--- src/rtl/mem_access_ctrl.sv ---
// mem_access_ctrl
//   Initiator side of the data-memory port in the MEM stage. Takes one
//   load/store request at a time, drives the word-wide memory interface and
//   returns sign- or zero-extended load data. The memory only moves aligned
//   32-bit words, so byte and halfword stores are done as read-modify-write.
//
// Optional feature macro:
//   MEM_MISALIGN_TRAP_EN - when defined, a halfword with addr[0]!=0 or a word
//   with addr[1:0]!=0 is rejected with resp_err. When undefined, low address
//   bits are ignored (half uses addr[1], word uses lane 0).
//
// Parameters:
//   MEM_BYTES   memory size in bytes; req_addr >= MEM_BYTES is an error
//
// Ports:
//   clk, rst     clock and synchronous active-high reset
//   req_valid    request present
//   req_ready    controller idle and able to accept
//   req_we       1 store, 0 load
//   req_size     00 byte, 01 half, 10 word, 11 reserved (error)
//   req_sign     load sign-extend (1) or zero-extend (0)
//   req_addr     byte address
//   req_wdata    store data, right-justified
//   resp_valid   one-cycle completion pulse
//   resp_rdata   load result, held until the next load completes
//   resp_err     error flag, valid with resp_valid
//   MemRead      memory read strobe
//   MemWrite     memory write strobe, sampled by memory on posedge
//   addr         word-aligned byte address to memory
//   wd           little-endian write word to memory
//   rd           combinational read word from memory
module mem_access_ctrl #(
  parameter int unsigned MEM_BYTES = 1024
) (
  input  logic        clk,
  input  logic        rst,
  input  logic        req_valid,
  output logic        req_ready,
  input  logic        req_we,
  input  logic [1:0]  req_size,
  input  logic        req_sign,
  input  logic [31:0] req_addr,
  input  logic [31:0] req_wdata,
  output logic        resp_valid,
  output logic [31:0] resp_rdata,
  output logic        resp_err,
  output logic        MemRead,
  output logic        MemWrite,
  output logic [31:0] addr,
  output logic [31:0] wd,
  input  logic [31:0] rd
);

  localparam logic [31:0] MEM_LIMIT = 32'(MEM_BYTES);
  localparam logic [1:0]  SZ_BYTE   = 2'b00;
  localparam logic [1:0]  SZ_HALF   = 2'b01;
  localparam logic [1:0]  SZ_WORD   = 2'b10;
  localparam logic [1:0]  SZ_RSVD   = 2'b11;

  typedef enum logic [1:0] {
    IDLE = 2'd0,
    RD   = 2'd1,
    WR   = 2'd2,
    RESP = 2'd3
  } state_t;

  state_t state;

  // Request fields latched at accept; the pipeline may change req_* afterwards.
  logic        we_p0;
  logic [1:0]  size_p0;
  logic        sgn_p0;
  logic [31:0] a_p0;
  logic [31:0] wdata_p0;
  // Word to be written: raw store data for word stores, merged word for RMW.
  logic [31:0] wd_p1;

  logic size_bad;
  logic range_bad;
  logic align_bad;
  logic req_bad;

  // Select the addressed lane of a memory word and extend it to 32 bits.
  function automatic logic [31:0] load_extend(input logic [31:0] word,
                                              input logic [1:0]  size,
                                              input logic [1:0]  lane,
                                              input logic        sgn);
    logic [7:0]  b;
    logic [15:0] h;
    logic [31:0] r;
    case (lane)
      2'd0:    b = word[7:0];
      2'd1:    b = word[15:8];
      2'd2:    b = word[23:16];
      default: b = word[31:24];
    endcase
    h = lane[1] ? word[31:16] : word[15:0];
    case (size)
      SZ_BYTE: r = {{24{sgn & b[7]}}, b};
      SZ_HALF: r = {{16{sgn & h[15]}}, h};
      default: r = word;
    endcase
    return r;
  endfunction

  // Replace the addressed lane(s) of the read word with the low store bits.
  function automatic logic [31:0] store_merge(input logic [31:0] word,
                                              input logic [31:0] data,
                                              input logic [1:0]  size,
                                              input logic [1:0]  lane);
    logic [31:0] r;
    r = word;
    case (size)
      SZ_BYTE: begin
        case (lane)
          2'd0:    r[7:0]   = data[7:0];
          2'd1:    r[15:8]  = data[7:0];
          2'd2:    r[23:16] = data[7:0];
          default: r[31:24] = data[7:0];
        endcase
      end
      SZ_HALF: begin
        if (lane[1]) r[31:16] = data[15:0];
        else         r[15:0]  = data[15:0];
      end
      default: r = data;
    endcase
    return r;
  endfunction

  // Request error decode, evaluated on the live request at accept time.
  assign size_bad  = (req_size == SZ_RSVD);
  assign range_bad = (req_addr >= MEM_LIMIT);
`ifdef MEM_MISALIGN_TRAP_EN
  assign align_bad = ((req_size == SZ_HALF) && req_addr[0]) ||
                     ((req_size == SZ_WORD) && (req_addr[1:0] != 2'b00));
`else
  assign align_bad = 1'b0;
`endif
  assign req_bad = size_bad | range_bad | align_bad;

  assign req_ready = (state == IDLE) & ~rst;

  // Memory side is decoded from state; a reset during WR must not write.
  assign MemRead  = (state == RD);
  assign MemWrite = (state == WR) & ~rst;
  assign addr     = ((state == RD) || (state == WR)) ? {a_p0[31:2], 2'b00} : 32'd0;
  assign wd       = (state == WR) ? wd_p1 : 32'd0;

  always_ff @(posedge clk) begin
    if (rst) begin
      state      <= IDLE;
      resp_valid <= 1'b0;
      resp_err   <= 1'b0;
      resp_rdata <= 32'd0;
    end else begin
      resp_valid <= 1'b0;
      resp_err   <= 1'b0;
      case (state)
        // Stage p0: accept and latch the request, route by kind.
        IDLE: begin
          if (req_valid) begin
            we_p0    <= req_we;
            size_p0  <= req_size;
            sgn_p0   <= req_sign;
            a_p0     <= req_addr;
            wdata_p0 <= req_wdata;
            if (req_bad) begin
              state      <= RESP;
              resp_valid <= 1'b1;
              resp_err   <= 1'b1;
            end else if (req_we && (req_size == SZ_WORD)) begin
              wd_p1 <= req_wdata;
              state <= WR;
            end else begin
              state <= RD;
            end
          end
        end
        // Stage p1: memory word is on rd; extend for loads or merge for RMW.
        RD: begin
          if (we_p0) begin
            wd_p1 <= store_merge(rd, wdata_p0, size_p0, a_p0[1:0]);
            state <= WR;
          end else begin
            resp_rdata <= load_extend(rd, size_p0, a_p0[1:0], sgn_p0);
            resp_valid <= 1'b1;
            state      <= RESP;
          end
        end
        // Stage p2: write word committed by memory at the end of this cycle.
        WR: begin
          resp_valid <= 1'b1;
          state      <= RESP;
        end
        // Response cycle; the next request is accepted after it.
        RESP: begin
          state <= IDLE;
        end
        default: begin
          state <= IDLE;
        end
      endcase
    end
  end

endmodule

--- config.mk ---
export PLATFORM = sky130hd
export DESIGN_NAME = mem_access_ctrl
export DESIGN_NICKNAME = d
export VERILOG_FILES = /design/src/rtl/mem_access_ctrl.sv
export SDC_FILE = /design/constraint.sdc
export NUM_CORES = 1
export LEC_CHECK = 0
export ABC_CLOCK_PERIOD_IN_PS = 5400
export CORE_MARGIN = 8
export CORE_UTILIZATION = 25
export CTS_CLUSTER_DIAMETER = 120
export CTS_CLUSTER_SIZE = 12
export DETAILED_ROUTE_END_ITERATION = 8
export HOLD_SLACK_MARGIN = 0.1
export PLACE_DENSITY = 0.46
export SYNTH_ARGS = -nofsm -noshare
export SYNTH_HDL_FRONTEND = slang
export SYNTH_SLANG_ARGS = --single-unit
--- constraint.sdc ---
create_clock -name clk -period 5.4 [get_ports clk]
set_input_delay 1.08 -clock clk [delete_from_list [all_inputs] [get_ports clk]]
set_output_delay 1.08 -clock clk [all_outputs]
set_load 0.01 [all_outputs]
==> results.md <==
- Top delay family on crit path: adder cells
- Clock Latency Late Sink: 0.42 ns
- DRT iter0 DRCs: between 300 and 400
- Ys async rst share: 0%
- Post-synth EDFFs: 100
- WP data arrival: around 2.6 ns
- Gr ovfl total: 0
- Critical path endpoint category: primary output
- Placed Instance Area: 9080 um^2
- Synthesized instance count: ~630
- Sequential area share after synthesis: 54.8%
- Vias in the first global route: around 6000
- Routability congestion estimate: 0.778
- Synthesized area: just under 7000 um^2
- Synth warn: 0
- Post-Route WL: roughly 25000 um
- Crit path time final: ~3.6 ns
- Max_cap viols: 0
- Post-CTS Setup Bufs: 0
- F_max: about 270 MHz
- Setup TNS Final: 0 ns
- Met3 Use GR: 7.06%
- Ys flop type: edfxtp_1
- DRT antenna net count: 0
- Top-Level Pins: around 200
- Area contributors post-synth: edfxtp_1, dfxtp_1, and2_1
- Die Y: between 150 and 200 um
- Dominant cell type by area after synthesis: edfxtp_1
- Status: completed
- CTS tree: built
- DIE AREA: 32700 um^2
- Syn Area/Cell: 10.7 um^2
- #FFs+latches synth: 136
- TritonCTS Buffers: 17
- Worst Clk Skew: between 0.008 and 0.009 ns
- Netlist cell types: 45
- CP Data Required Time: 4.32 ns
- Cell row count: 60
- Fin nets: 921
- Die width: around 180 um
- Hold path depth: 1
- RSZ-0062 raised after global routing: no
- Most numerous cell in the Yosys netlist: edfxtp_1
- Peak VDD IR: about 0.25 mV
- IO Port Bufs: between 200 and 250
- Buf/Inv on CP: 2
- Synthesis-to-layout area growth: 42.5%
- GR Util met2: between 20% and 30%
- Core region area: roughly 27000 um^2
- # setup viols final: 0
- Met1 GRT Util: 18.9%
- Half-perimeter wire length after placement: around 18000 um
- Clock Pin Slew Worst Setup and Hold Paths: roughly 0.060 ns
- Max Fanout on Critical Path: 35
- Cell Count, Final, Fillers Out: 1169
- Worst Setup Start Kind: register
- Routed via count: roughly 5600
- Hold-fix buffers, CTS: 0
- Post-synth top area share: 44.2%
- Busiest layer in global routing: met2
- Largest net degree at the start of global routing: 68
- Final Hold Fails: 0
- Worst Max-Slew Pin Slew: roughly 1.1 ns
- First drt pass iteration count: 5
- First-pass GRT wire length: approximately 38000 um
- Non-Filler Cell Area, Final: around 9700 um^2
- CTS root buffer: clkbuf_16
- Fin crit share: 67.5%
- Storage element area: approximately 3700 um^2
- Slowest cell on crit path: ha_1
- Fill count: between 2000 and 3000
- Total track usage: between 10% and 20%
- CP max stage delay: between 0.8 and 0.9 ns
- Hold WC Path Type: register to register
- Reg2reg setup slack: ~2.4 ns
- Multi-input logic area: 2840 um^2
- Synth cell count leaders: edfxtp_1, nand2_1, nor2_1
- Post-CTS resize count: 0
- Average wire per standard cell: 21.3 um
- H-tree levels: 4
- Type of the worst setup path: register to primary output
- Initial antenna violation count: 4
- Share of post-route cells with drive strength above 1: 10.0%
- Worst R2R Path Depth: 7
- Avg Vias per Cell: 4.75
- Clock sinks: between 100 and 150
- # DRC: 0
- Critical path depth: 4
- Clock Tree Buf Depth: 2
- Crit-path cells: inv_1 -> ha_1 -> and2_1 -> clkdlybuf4s50_1
- PwrDens: 434 nW/um^2
- Slew Viols, Final: 0
- Lkg Pwr: approximately 0.0033 uW
- Initial Utilization: ~25%
- Slew HR: 23.4%
- Placed Cells incl. Taps: ~1100
cell families (layout without fill, tap and decap cells):
kind of cell	Yosys count	count (layout)	synth area share (%)
AND/OR/NAND/NOR	253	253	17.8
AO/OA/AOI/OAI	141	141	16.1
flip-flops	136	136	54.8
buffers and inverters	57	248	3.61
multiplexers	41	41	6.67
adder cells (fa/ha/maj)	5	5	0.921
other	1	4	0.0552
flip-flops by register name, indices dropped and copies added, names as in the netlist:
signal and cells:
a_p0 32, resp_err 1, resp_rdata 32, resp_valid 1
sgn_p0 1, size_p0 2, state 2, wd_p1 32
wdata_p0 32, we_p0 1
final cells by class:
cell class	instances	area share, %
antenna	2	0.0517
timing repair buffer	209	21.4
sequential	136	38.5
tap	341	4.41
inverter	7	0.272
multi-input combinational	442	29.3
clock buffer	22	5.16
clock inverter	10	0.918
power breakdown:
group | internal [uW] | leakage (uW) | switching [uW] | total, uW
clock | 704 | 0.000301 | 469 | 1170
combinational | 782 | 0.00180 | 829 | 1610
sequential | 1330 | 0.00121 | 85.9 | 1410
total | 2810 | 0.00331 | 1380 | 4190
per-layer routing:
metal | routed length (um) | part of all wire (%)
met3 | 2410 | 9.7
met1 | 11000 | 44
met2 | 10900 | 44
met4 | 502 | 2.0
met5 | 53 | 0.21
worst paths after layout:
path / from / end
setup / recovery: state[0]$_SDFFE_PP0N_ / wd[0]
hold / removal: resp_rdata[7]$_SDFFE_PP0P_ / resp_rdata[7]$_SDFFE_PP0P_
setup reg to reg: state[1]$_SDFFE_PP0N_ / resp_rdata[2]$_SDFFE_PP0P_
hold reg to reg: resp_rdata[7]$_SDFFE_PP0P_ / resp_rdata[7]$_SDFFE_PP0P_
cell usage in the layout, fill, tap and decap left out, drive strengths merged, types with 4 or more instances in the layout:
master,Yosys,final
edfxtp,100,100
o32ai,6,6
clkinv,0,7
a31oi,11,11
o21ai,4,4
nor3,5,5
buf,17,9
a22o,16,16
clkbuf,33,22
nor4,7,7
a221oi,16,16
and2,63,63
ha,5,5
nor2b,7,7
mux2,24,24
nand2,81,81
inv,7,9
or3,6,6
a21oi,31,31
a211oi,25,25
dfxtp,36,36
clkdlybuf4s50,0,200
mux2i,16,16
a22oi,16,16
a311oi,7,7
nor2,66,66
nand2b,13,13
stage by stage:
| step | worst slack [ns] | total power [uW] | hold WS, ns | util, % |
|---|---|---|---|---|
| detailed placement | 1.99 | 3080 | 0.454 | 33.9 |
| floorplan | 0.494 | 2240 | 0.497 | - |
| finish | 1.76 | 4190 | 0.469 | 36.1 |
| CTS | 1.57 | 4280 | 0.468 | 36.1 |
| global route | 1.46 | 4460 | 0.483 | 36.1 |
| global placement | 1.99 | 3080 | 0.450 | 33.9 |
(Power assumes the default switching activity.)
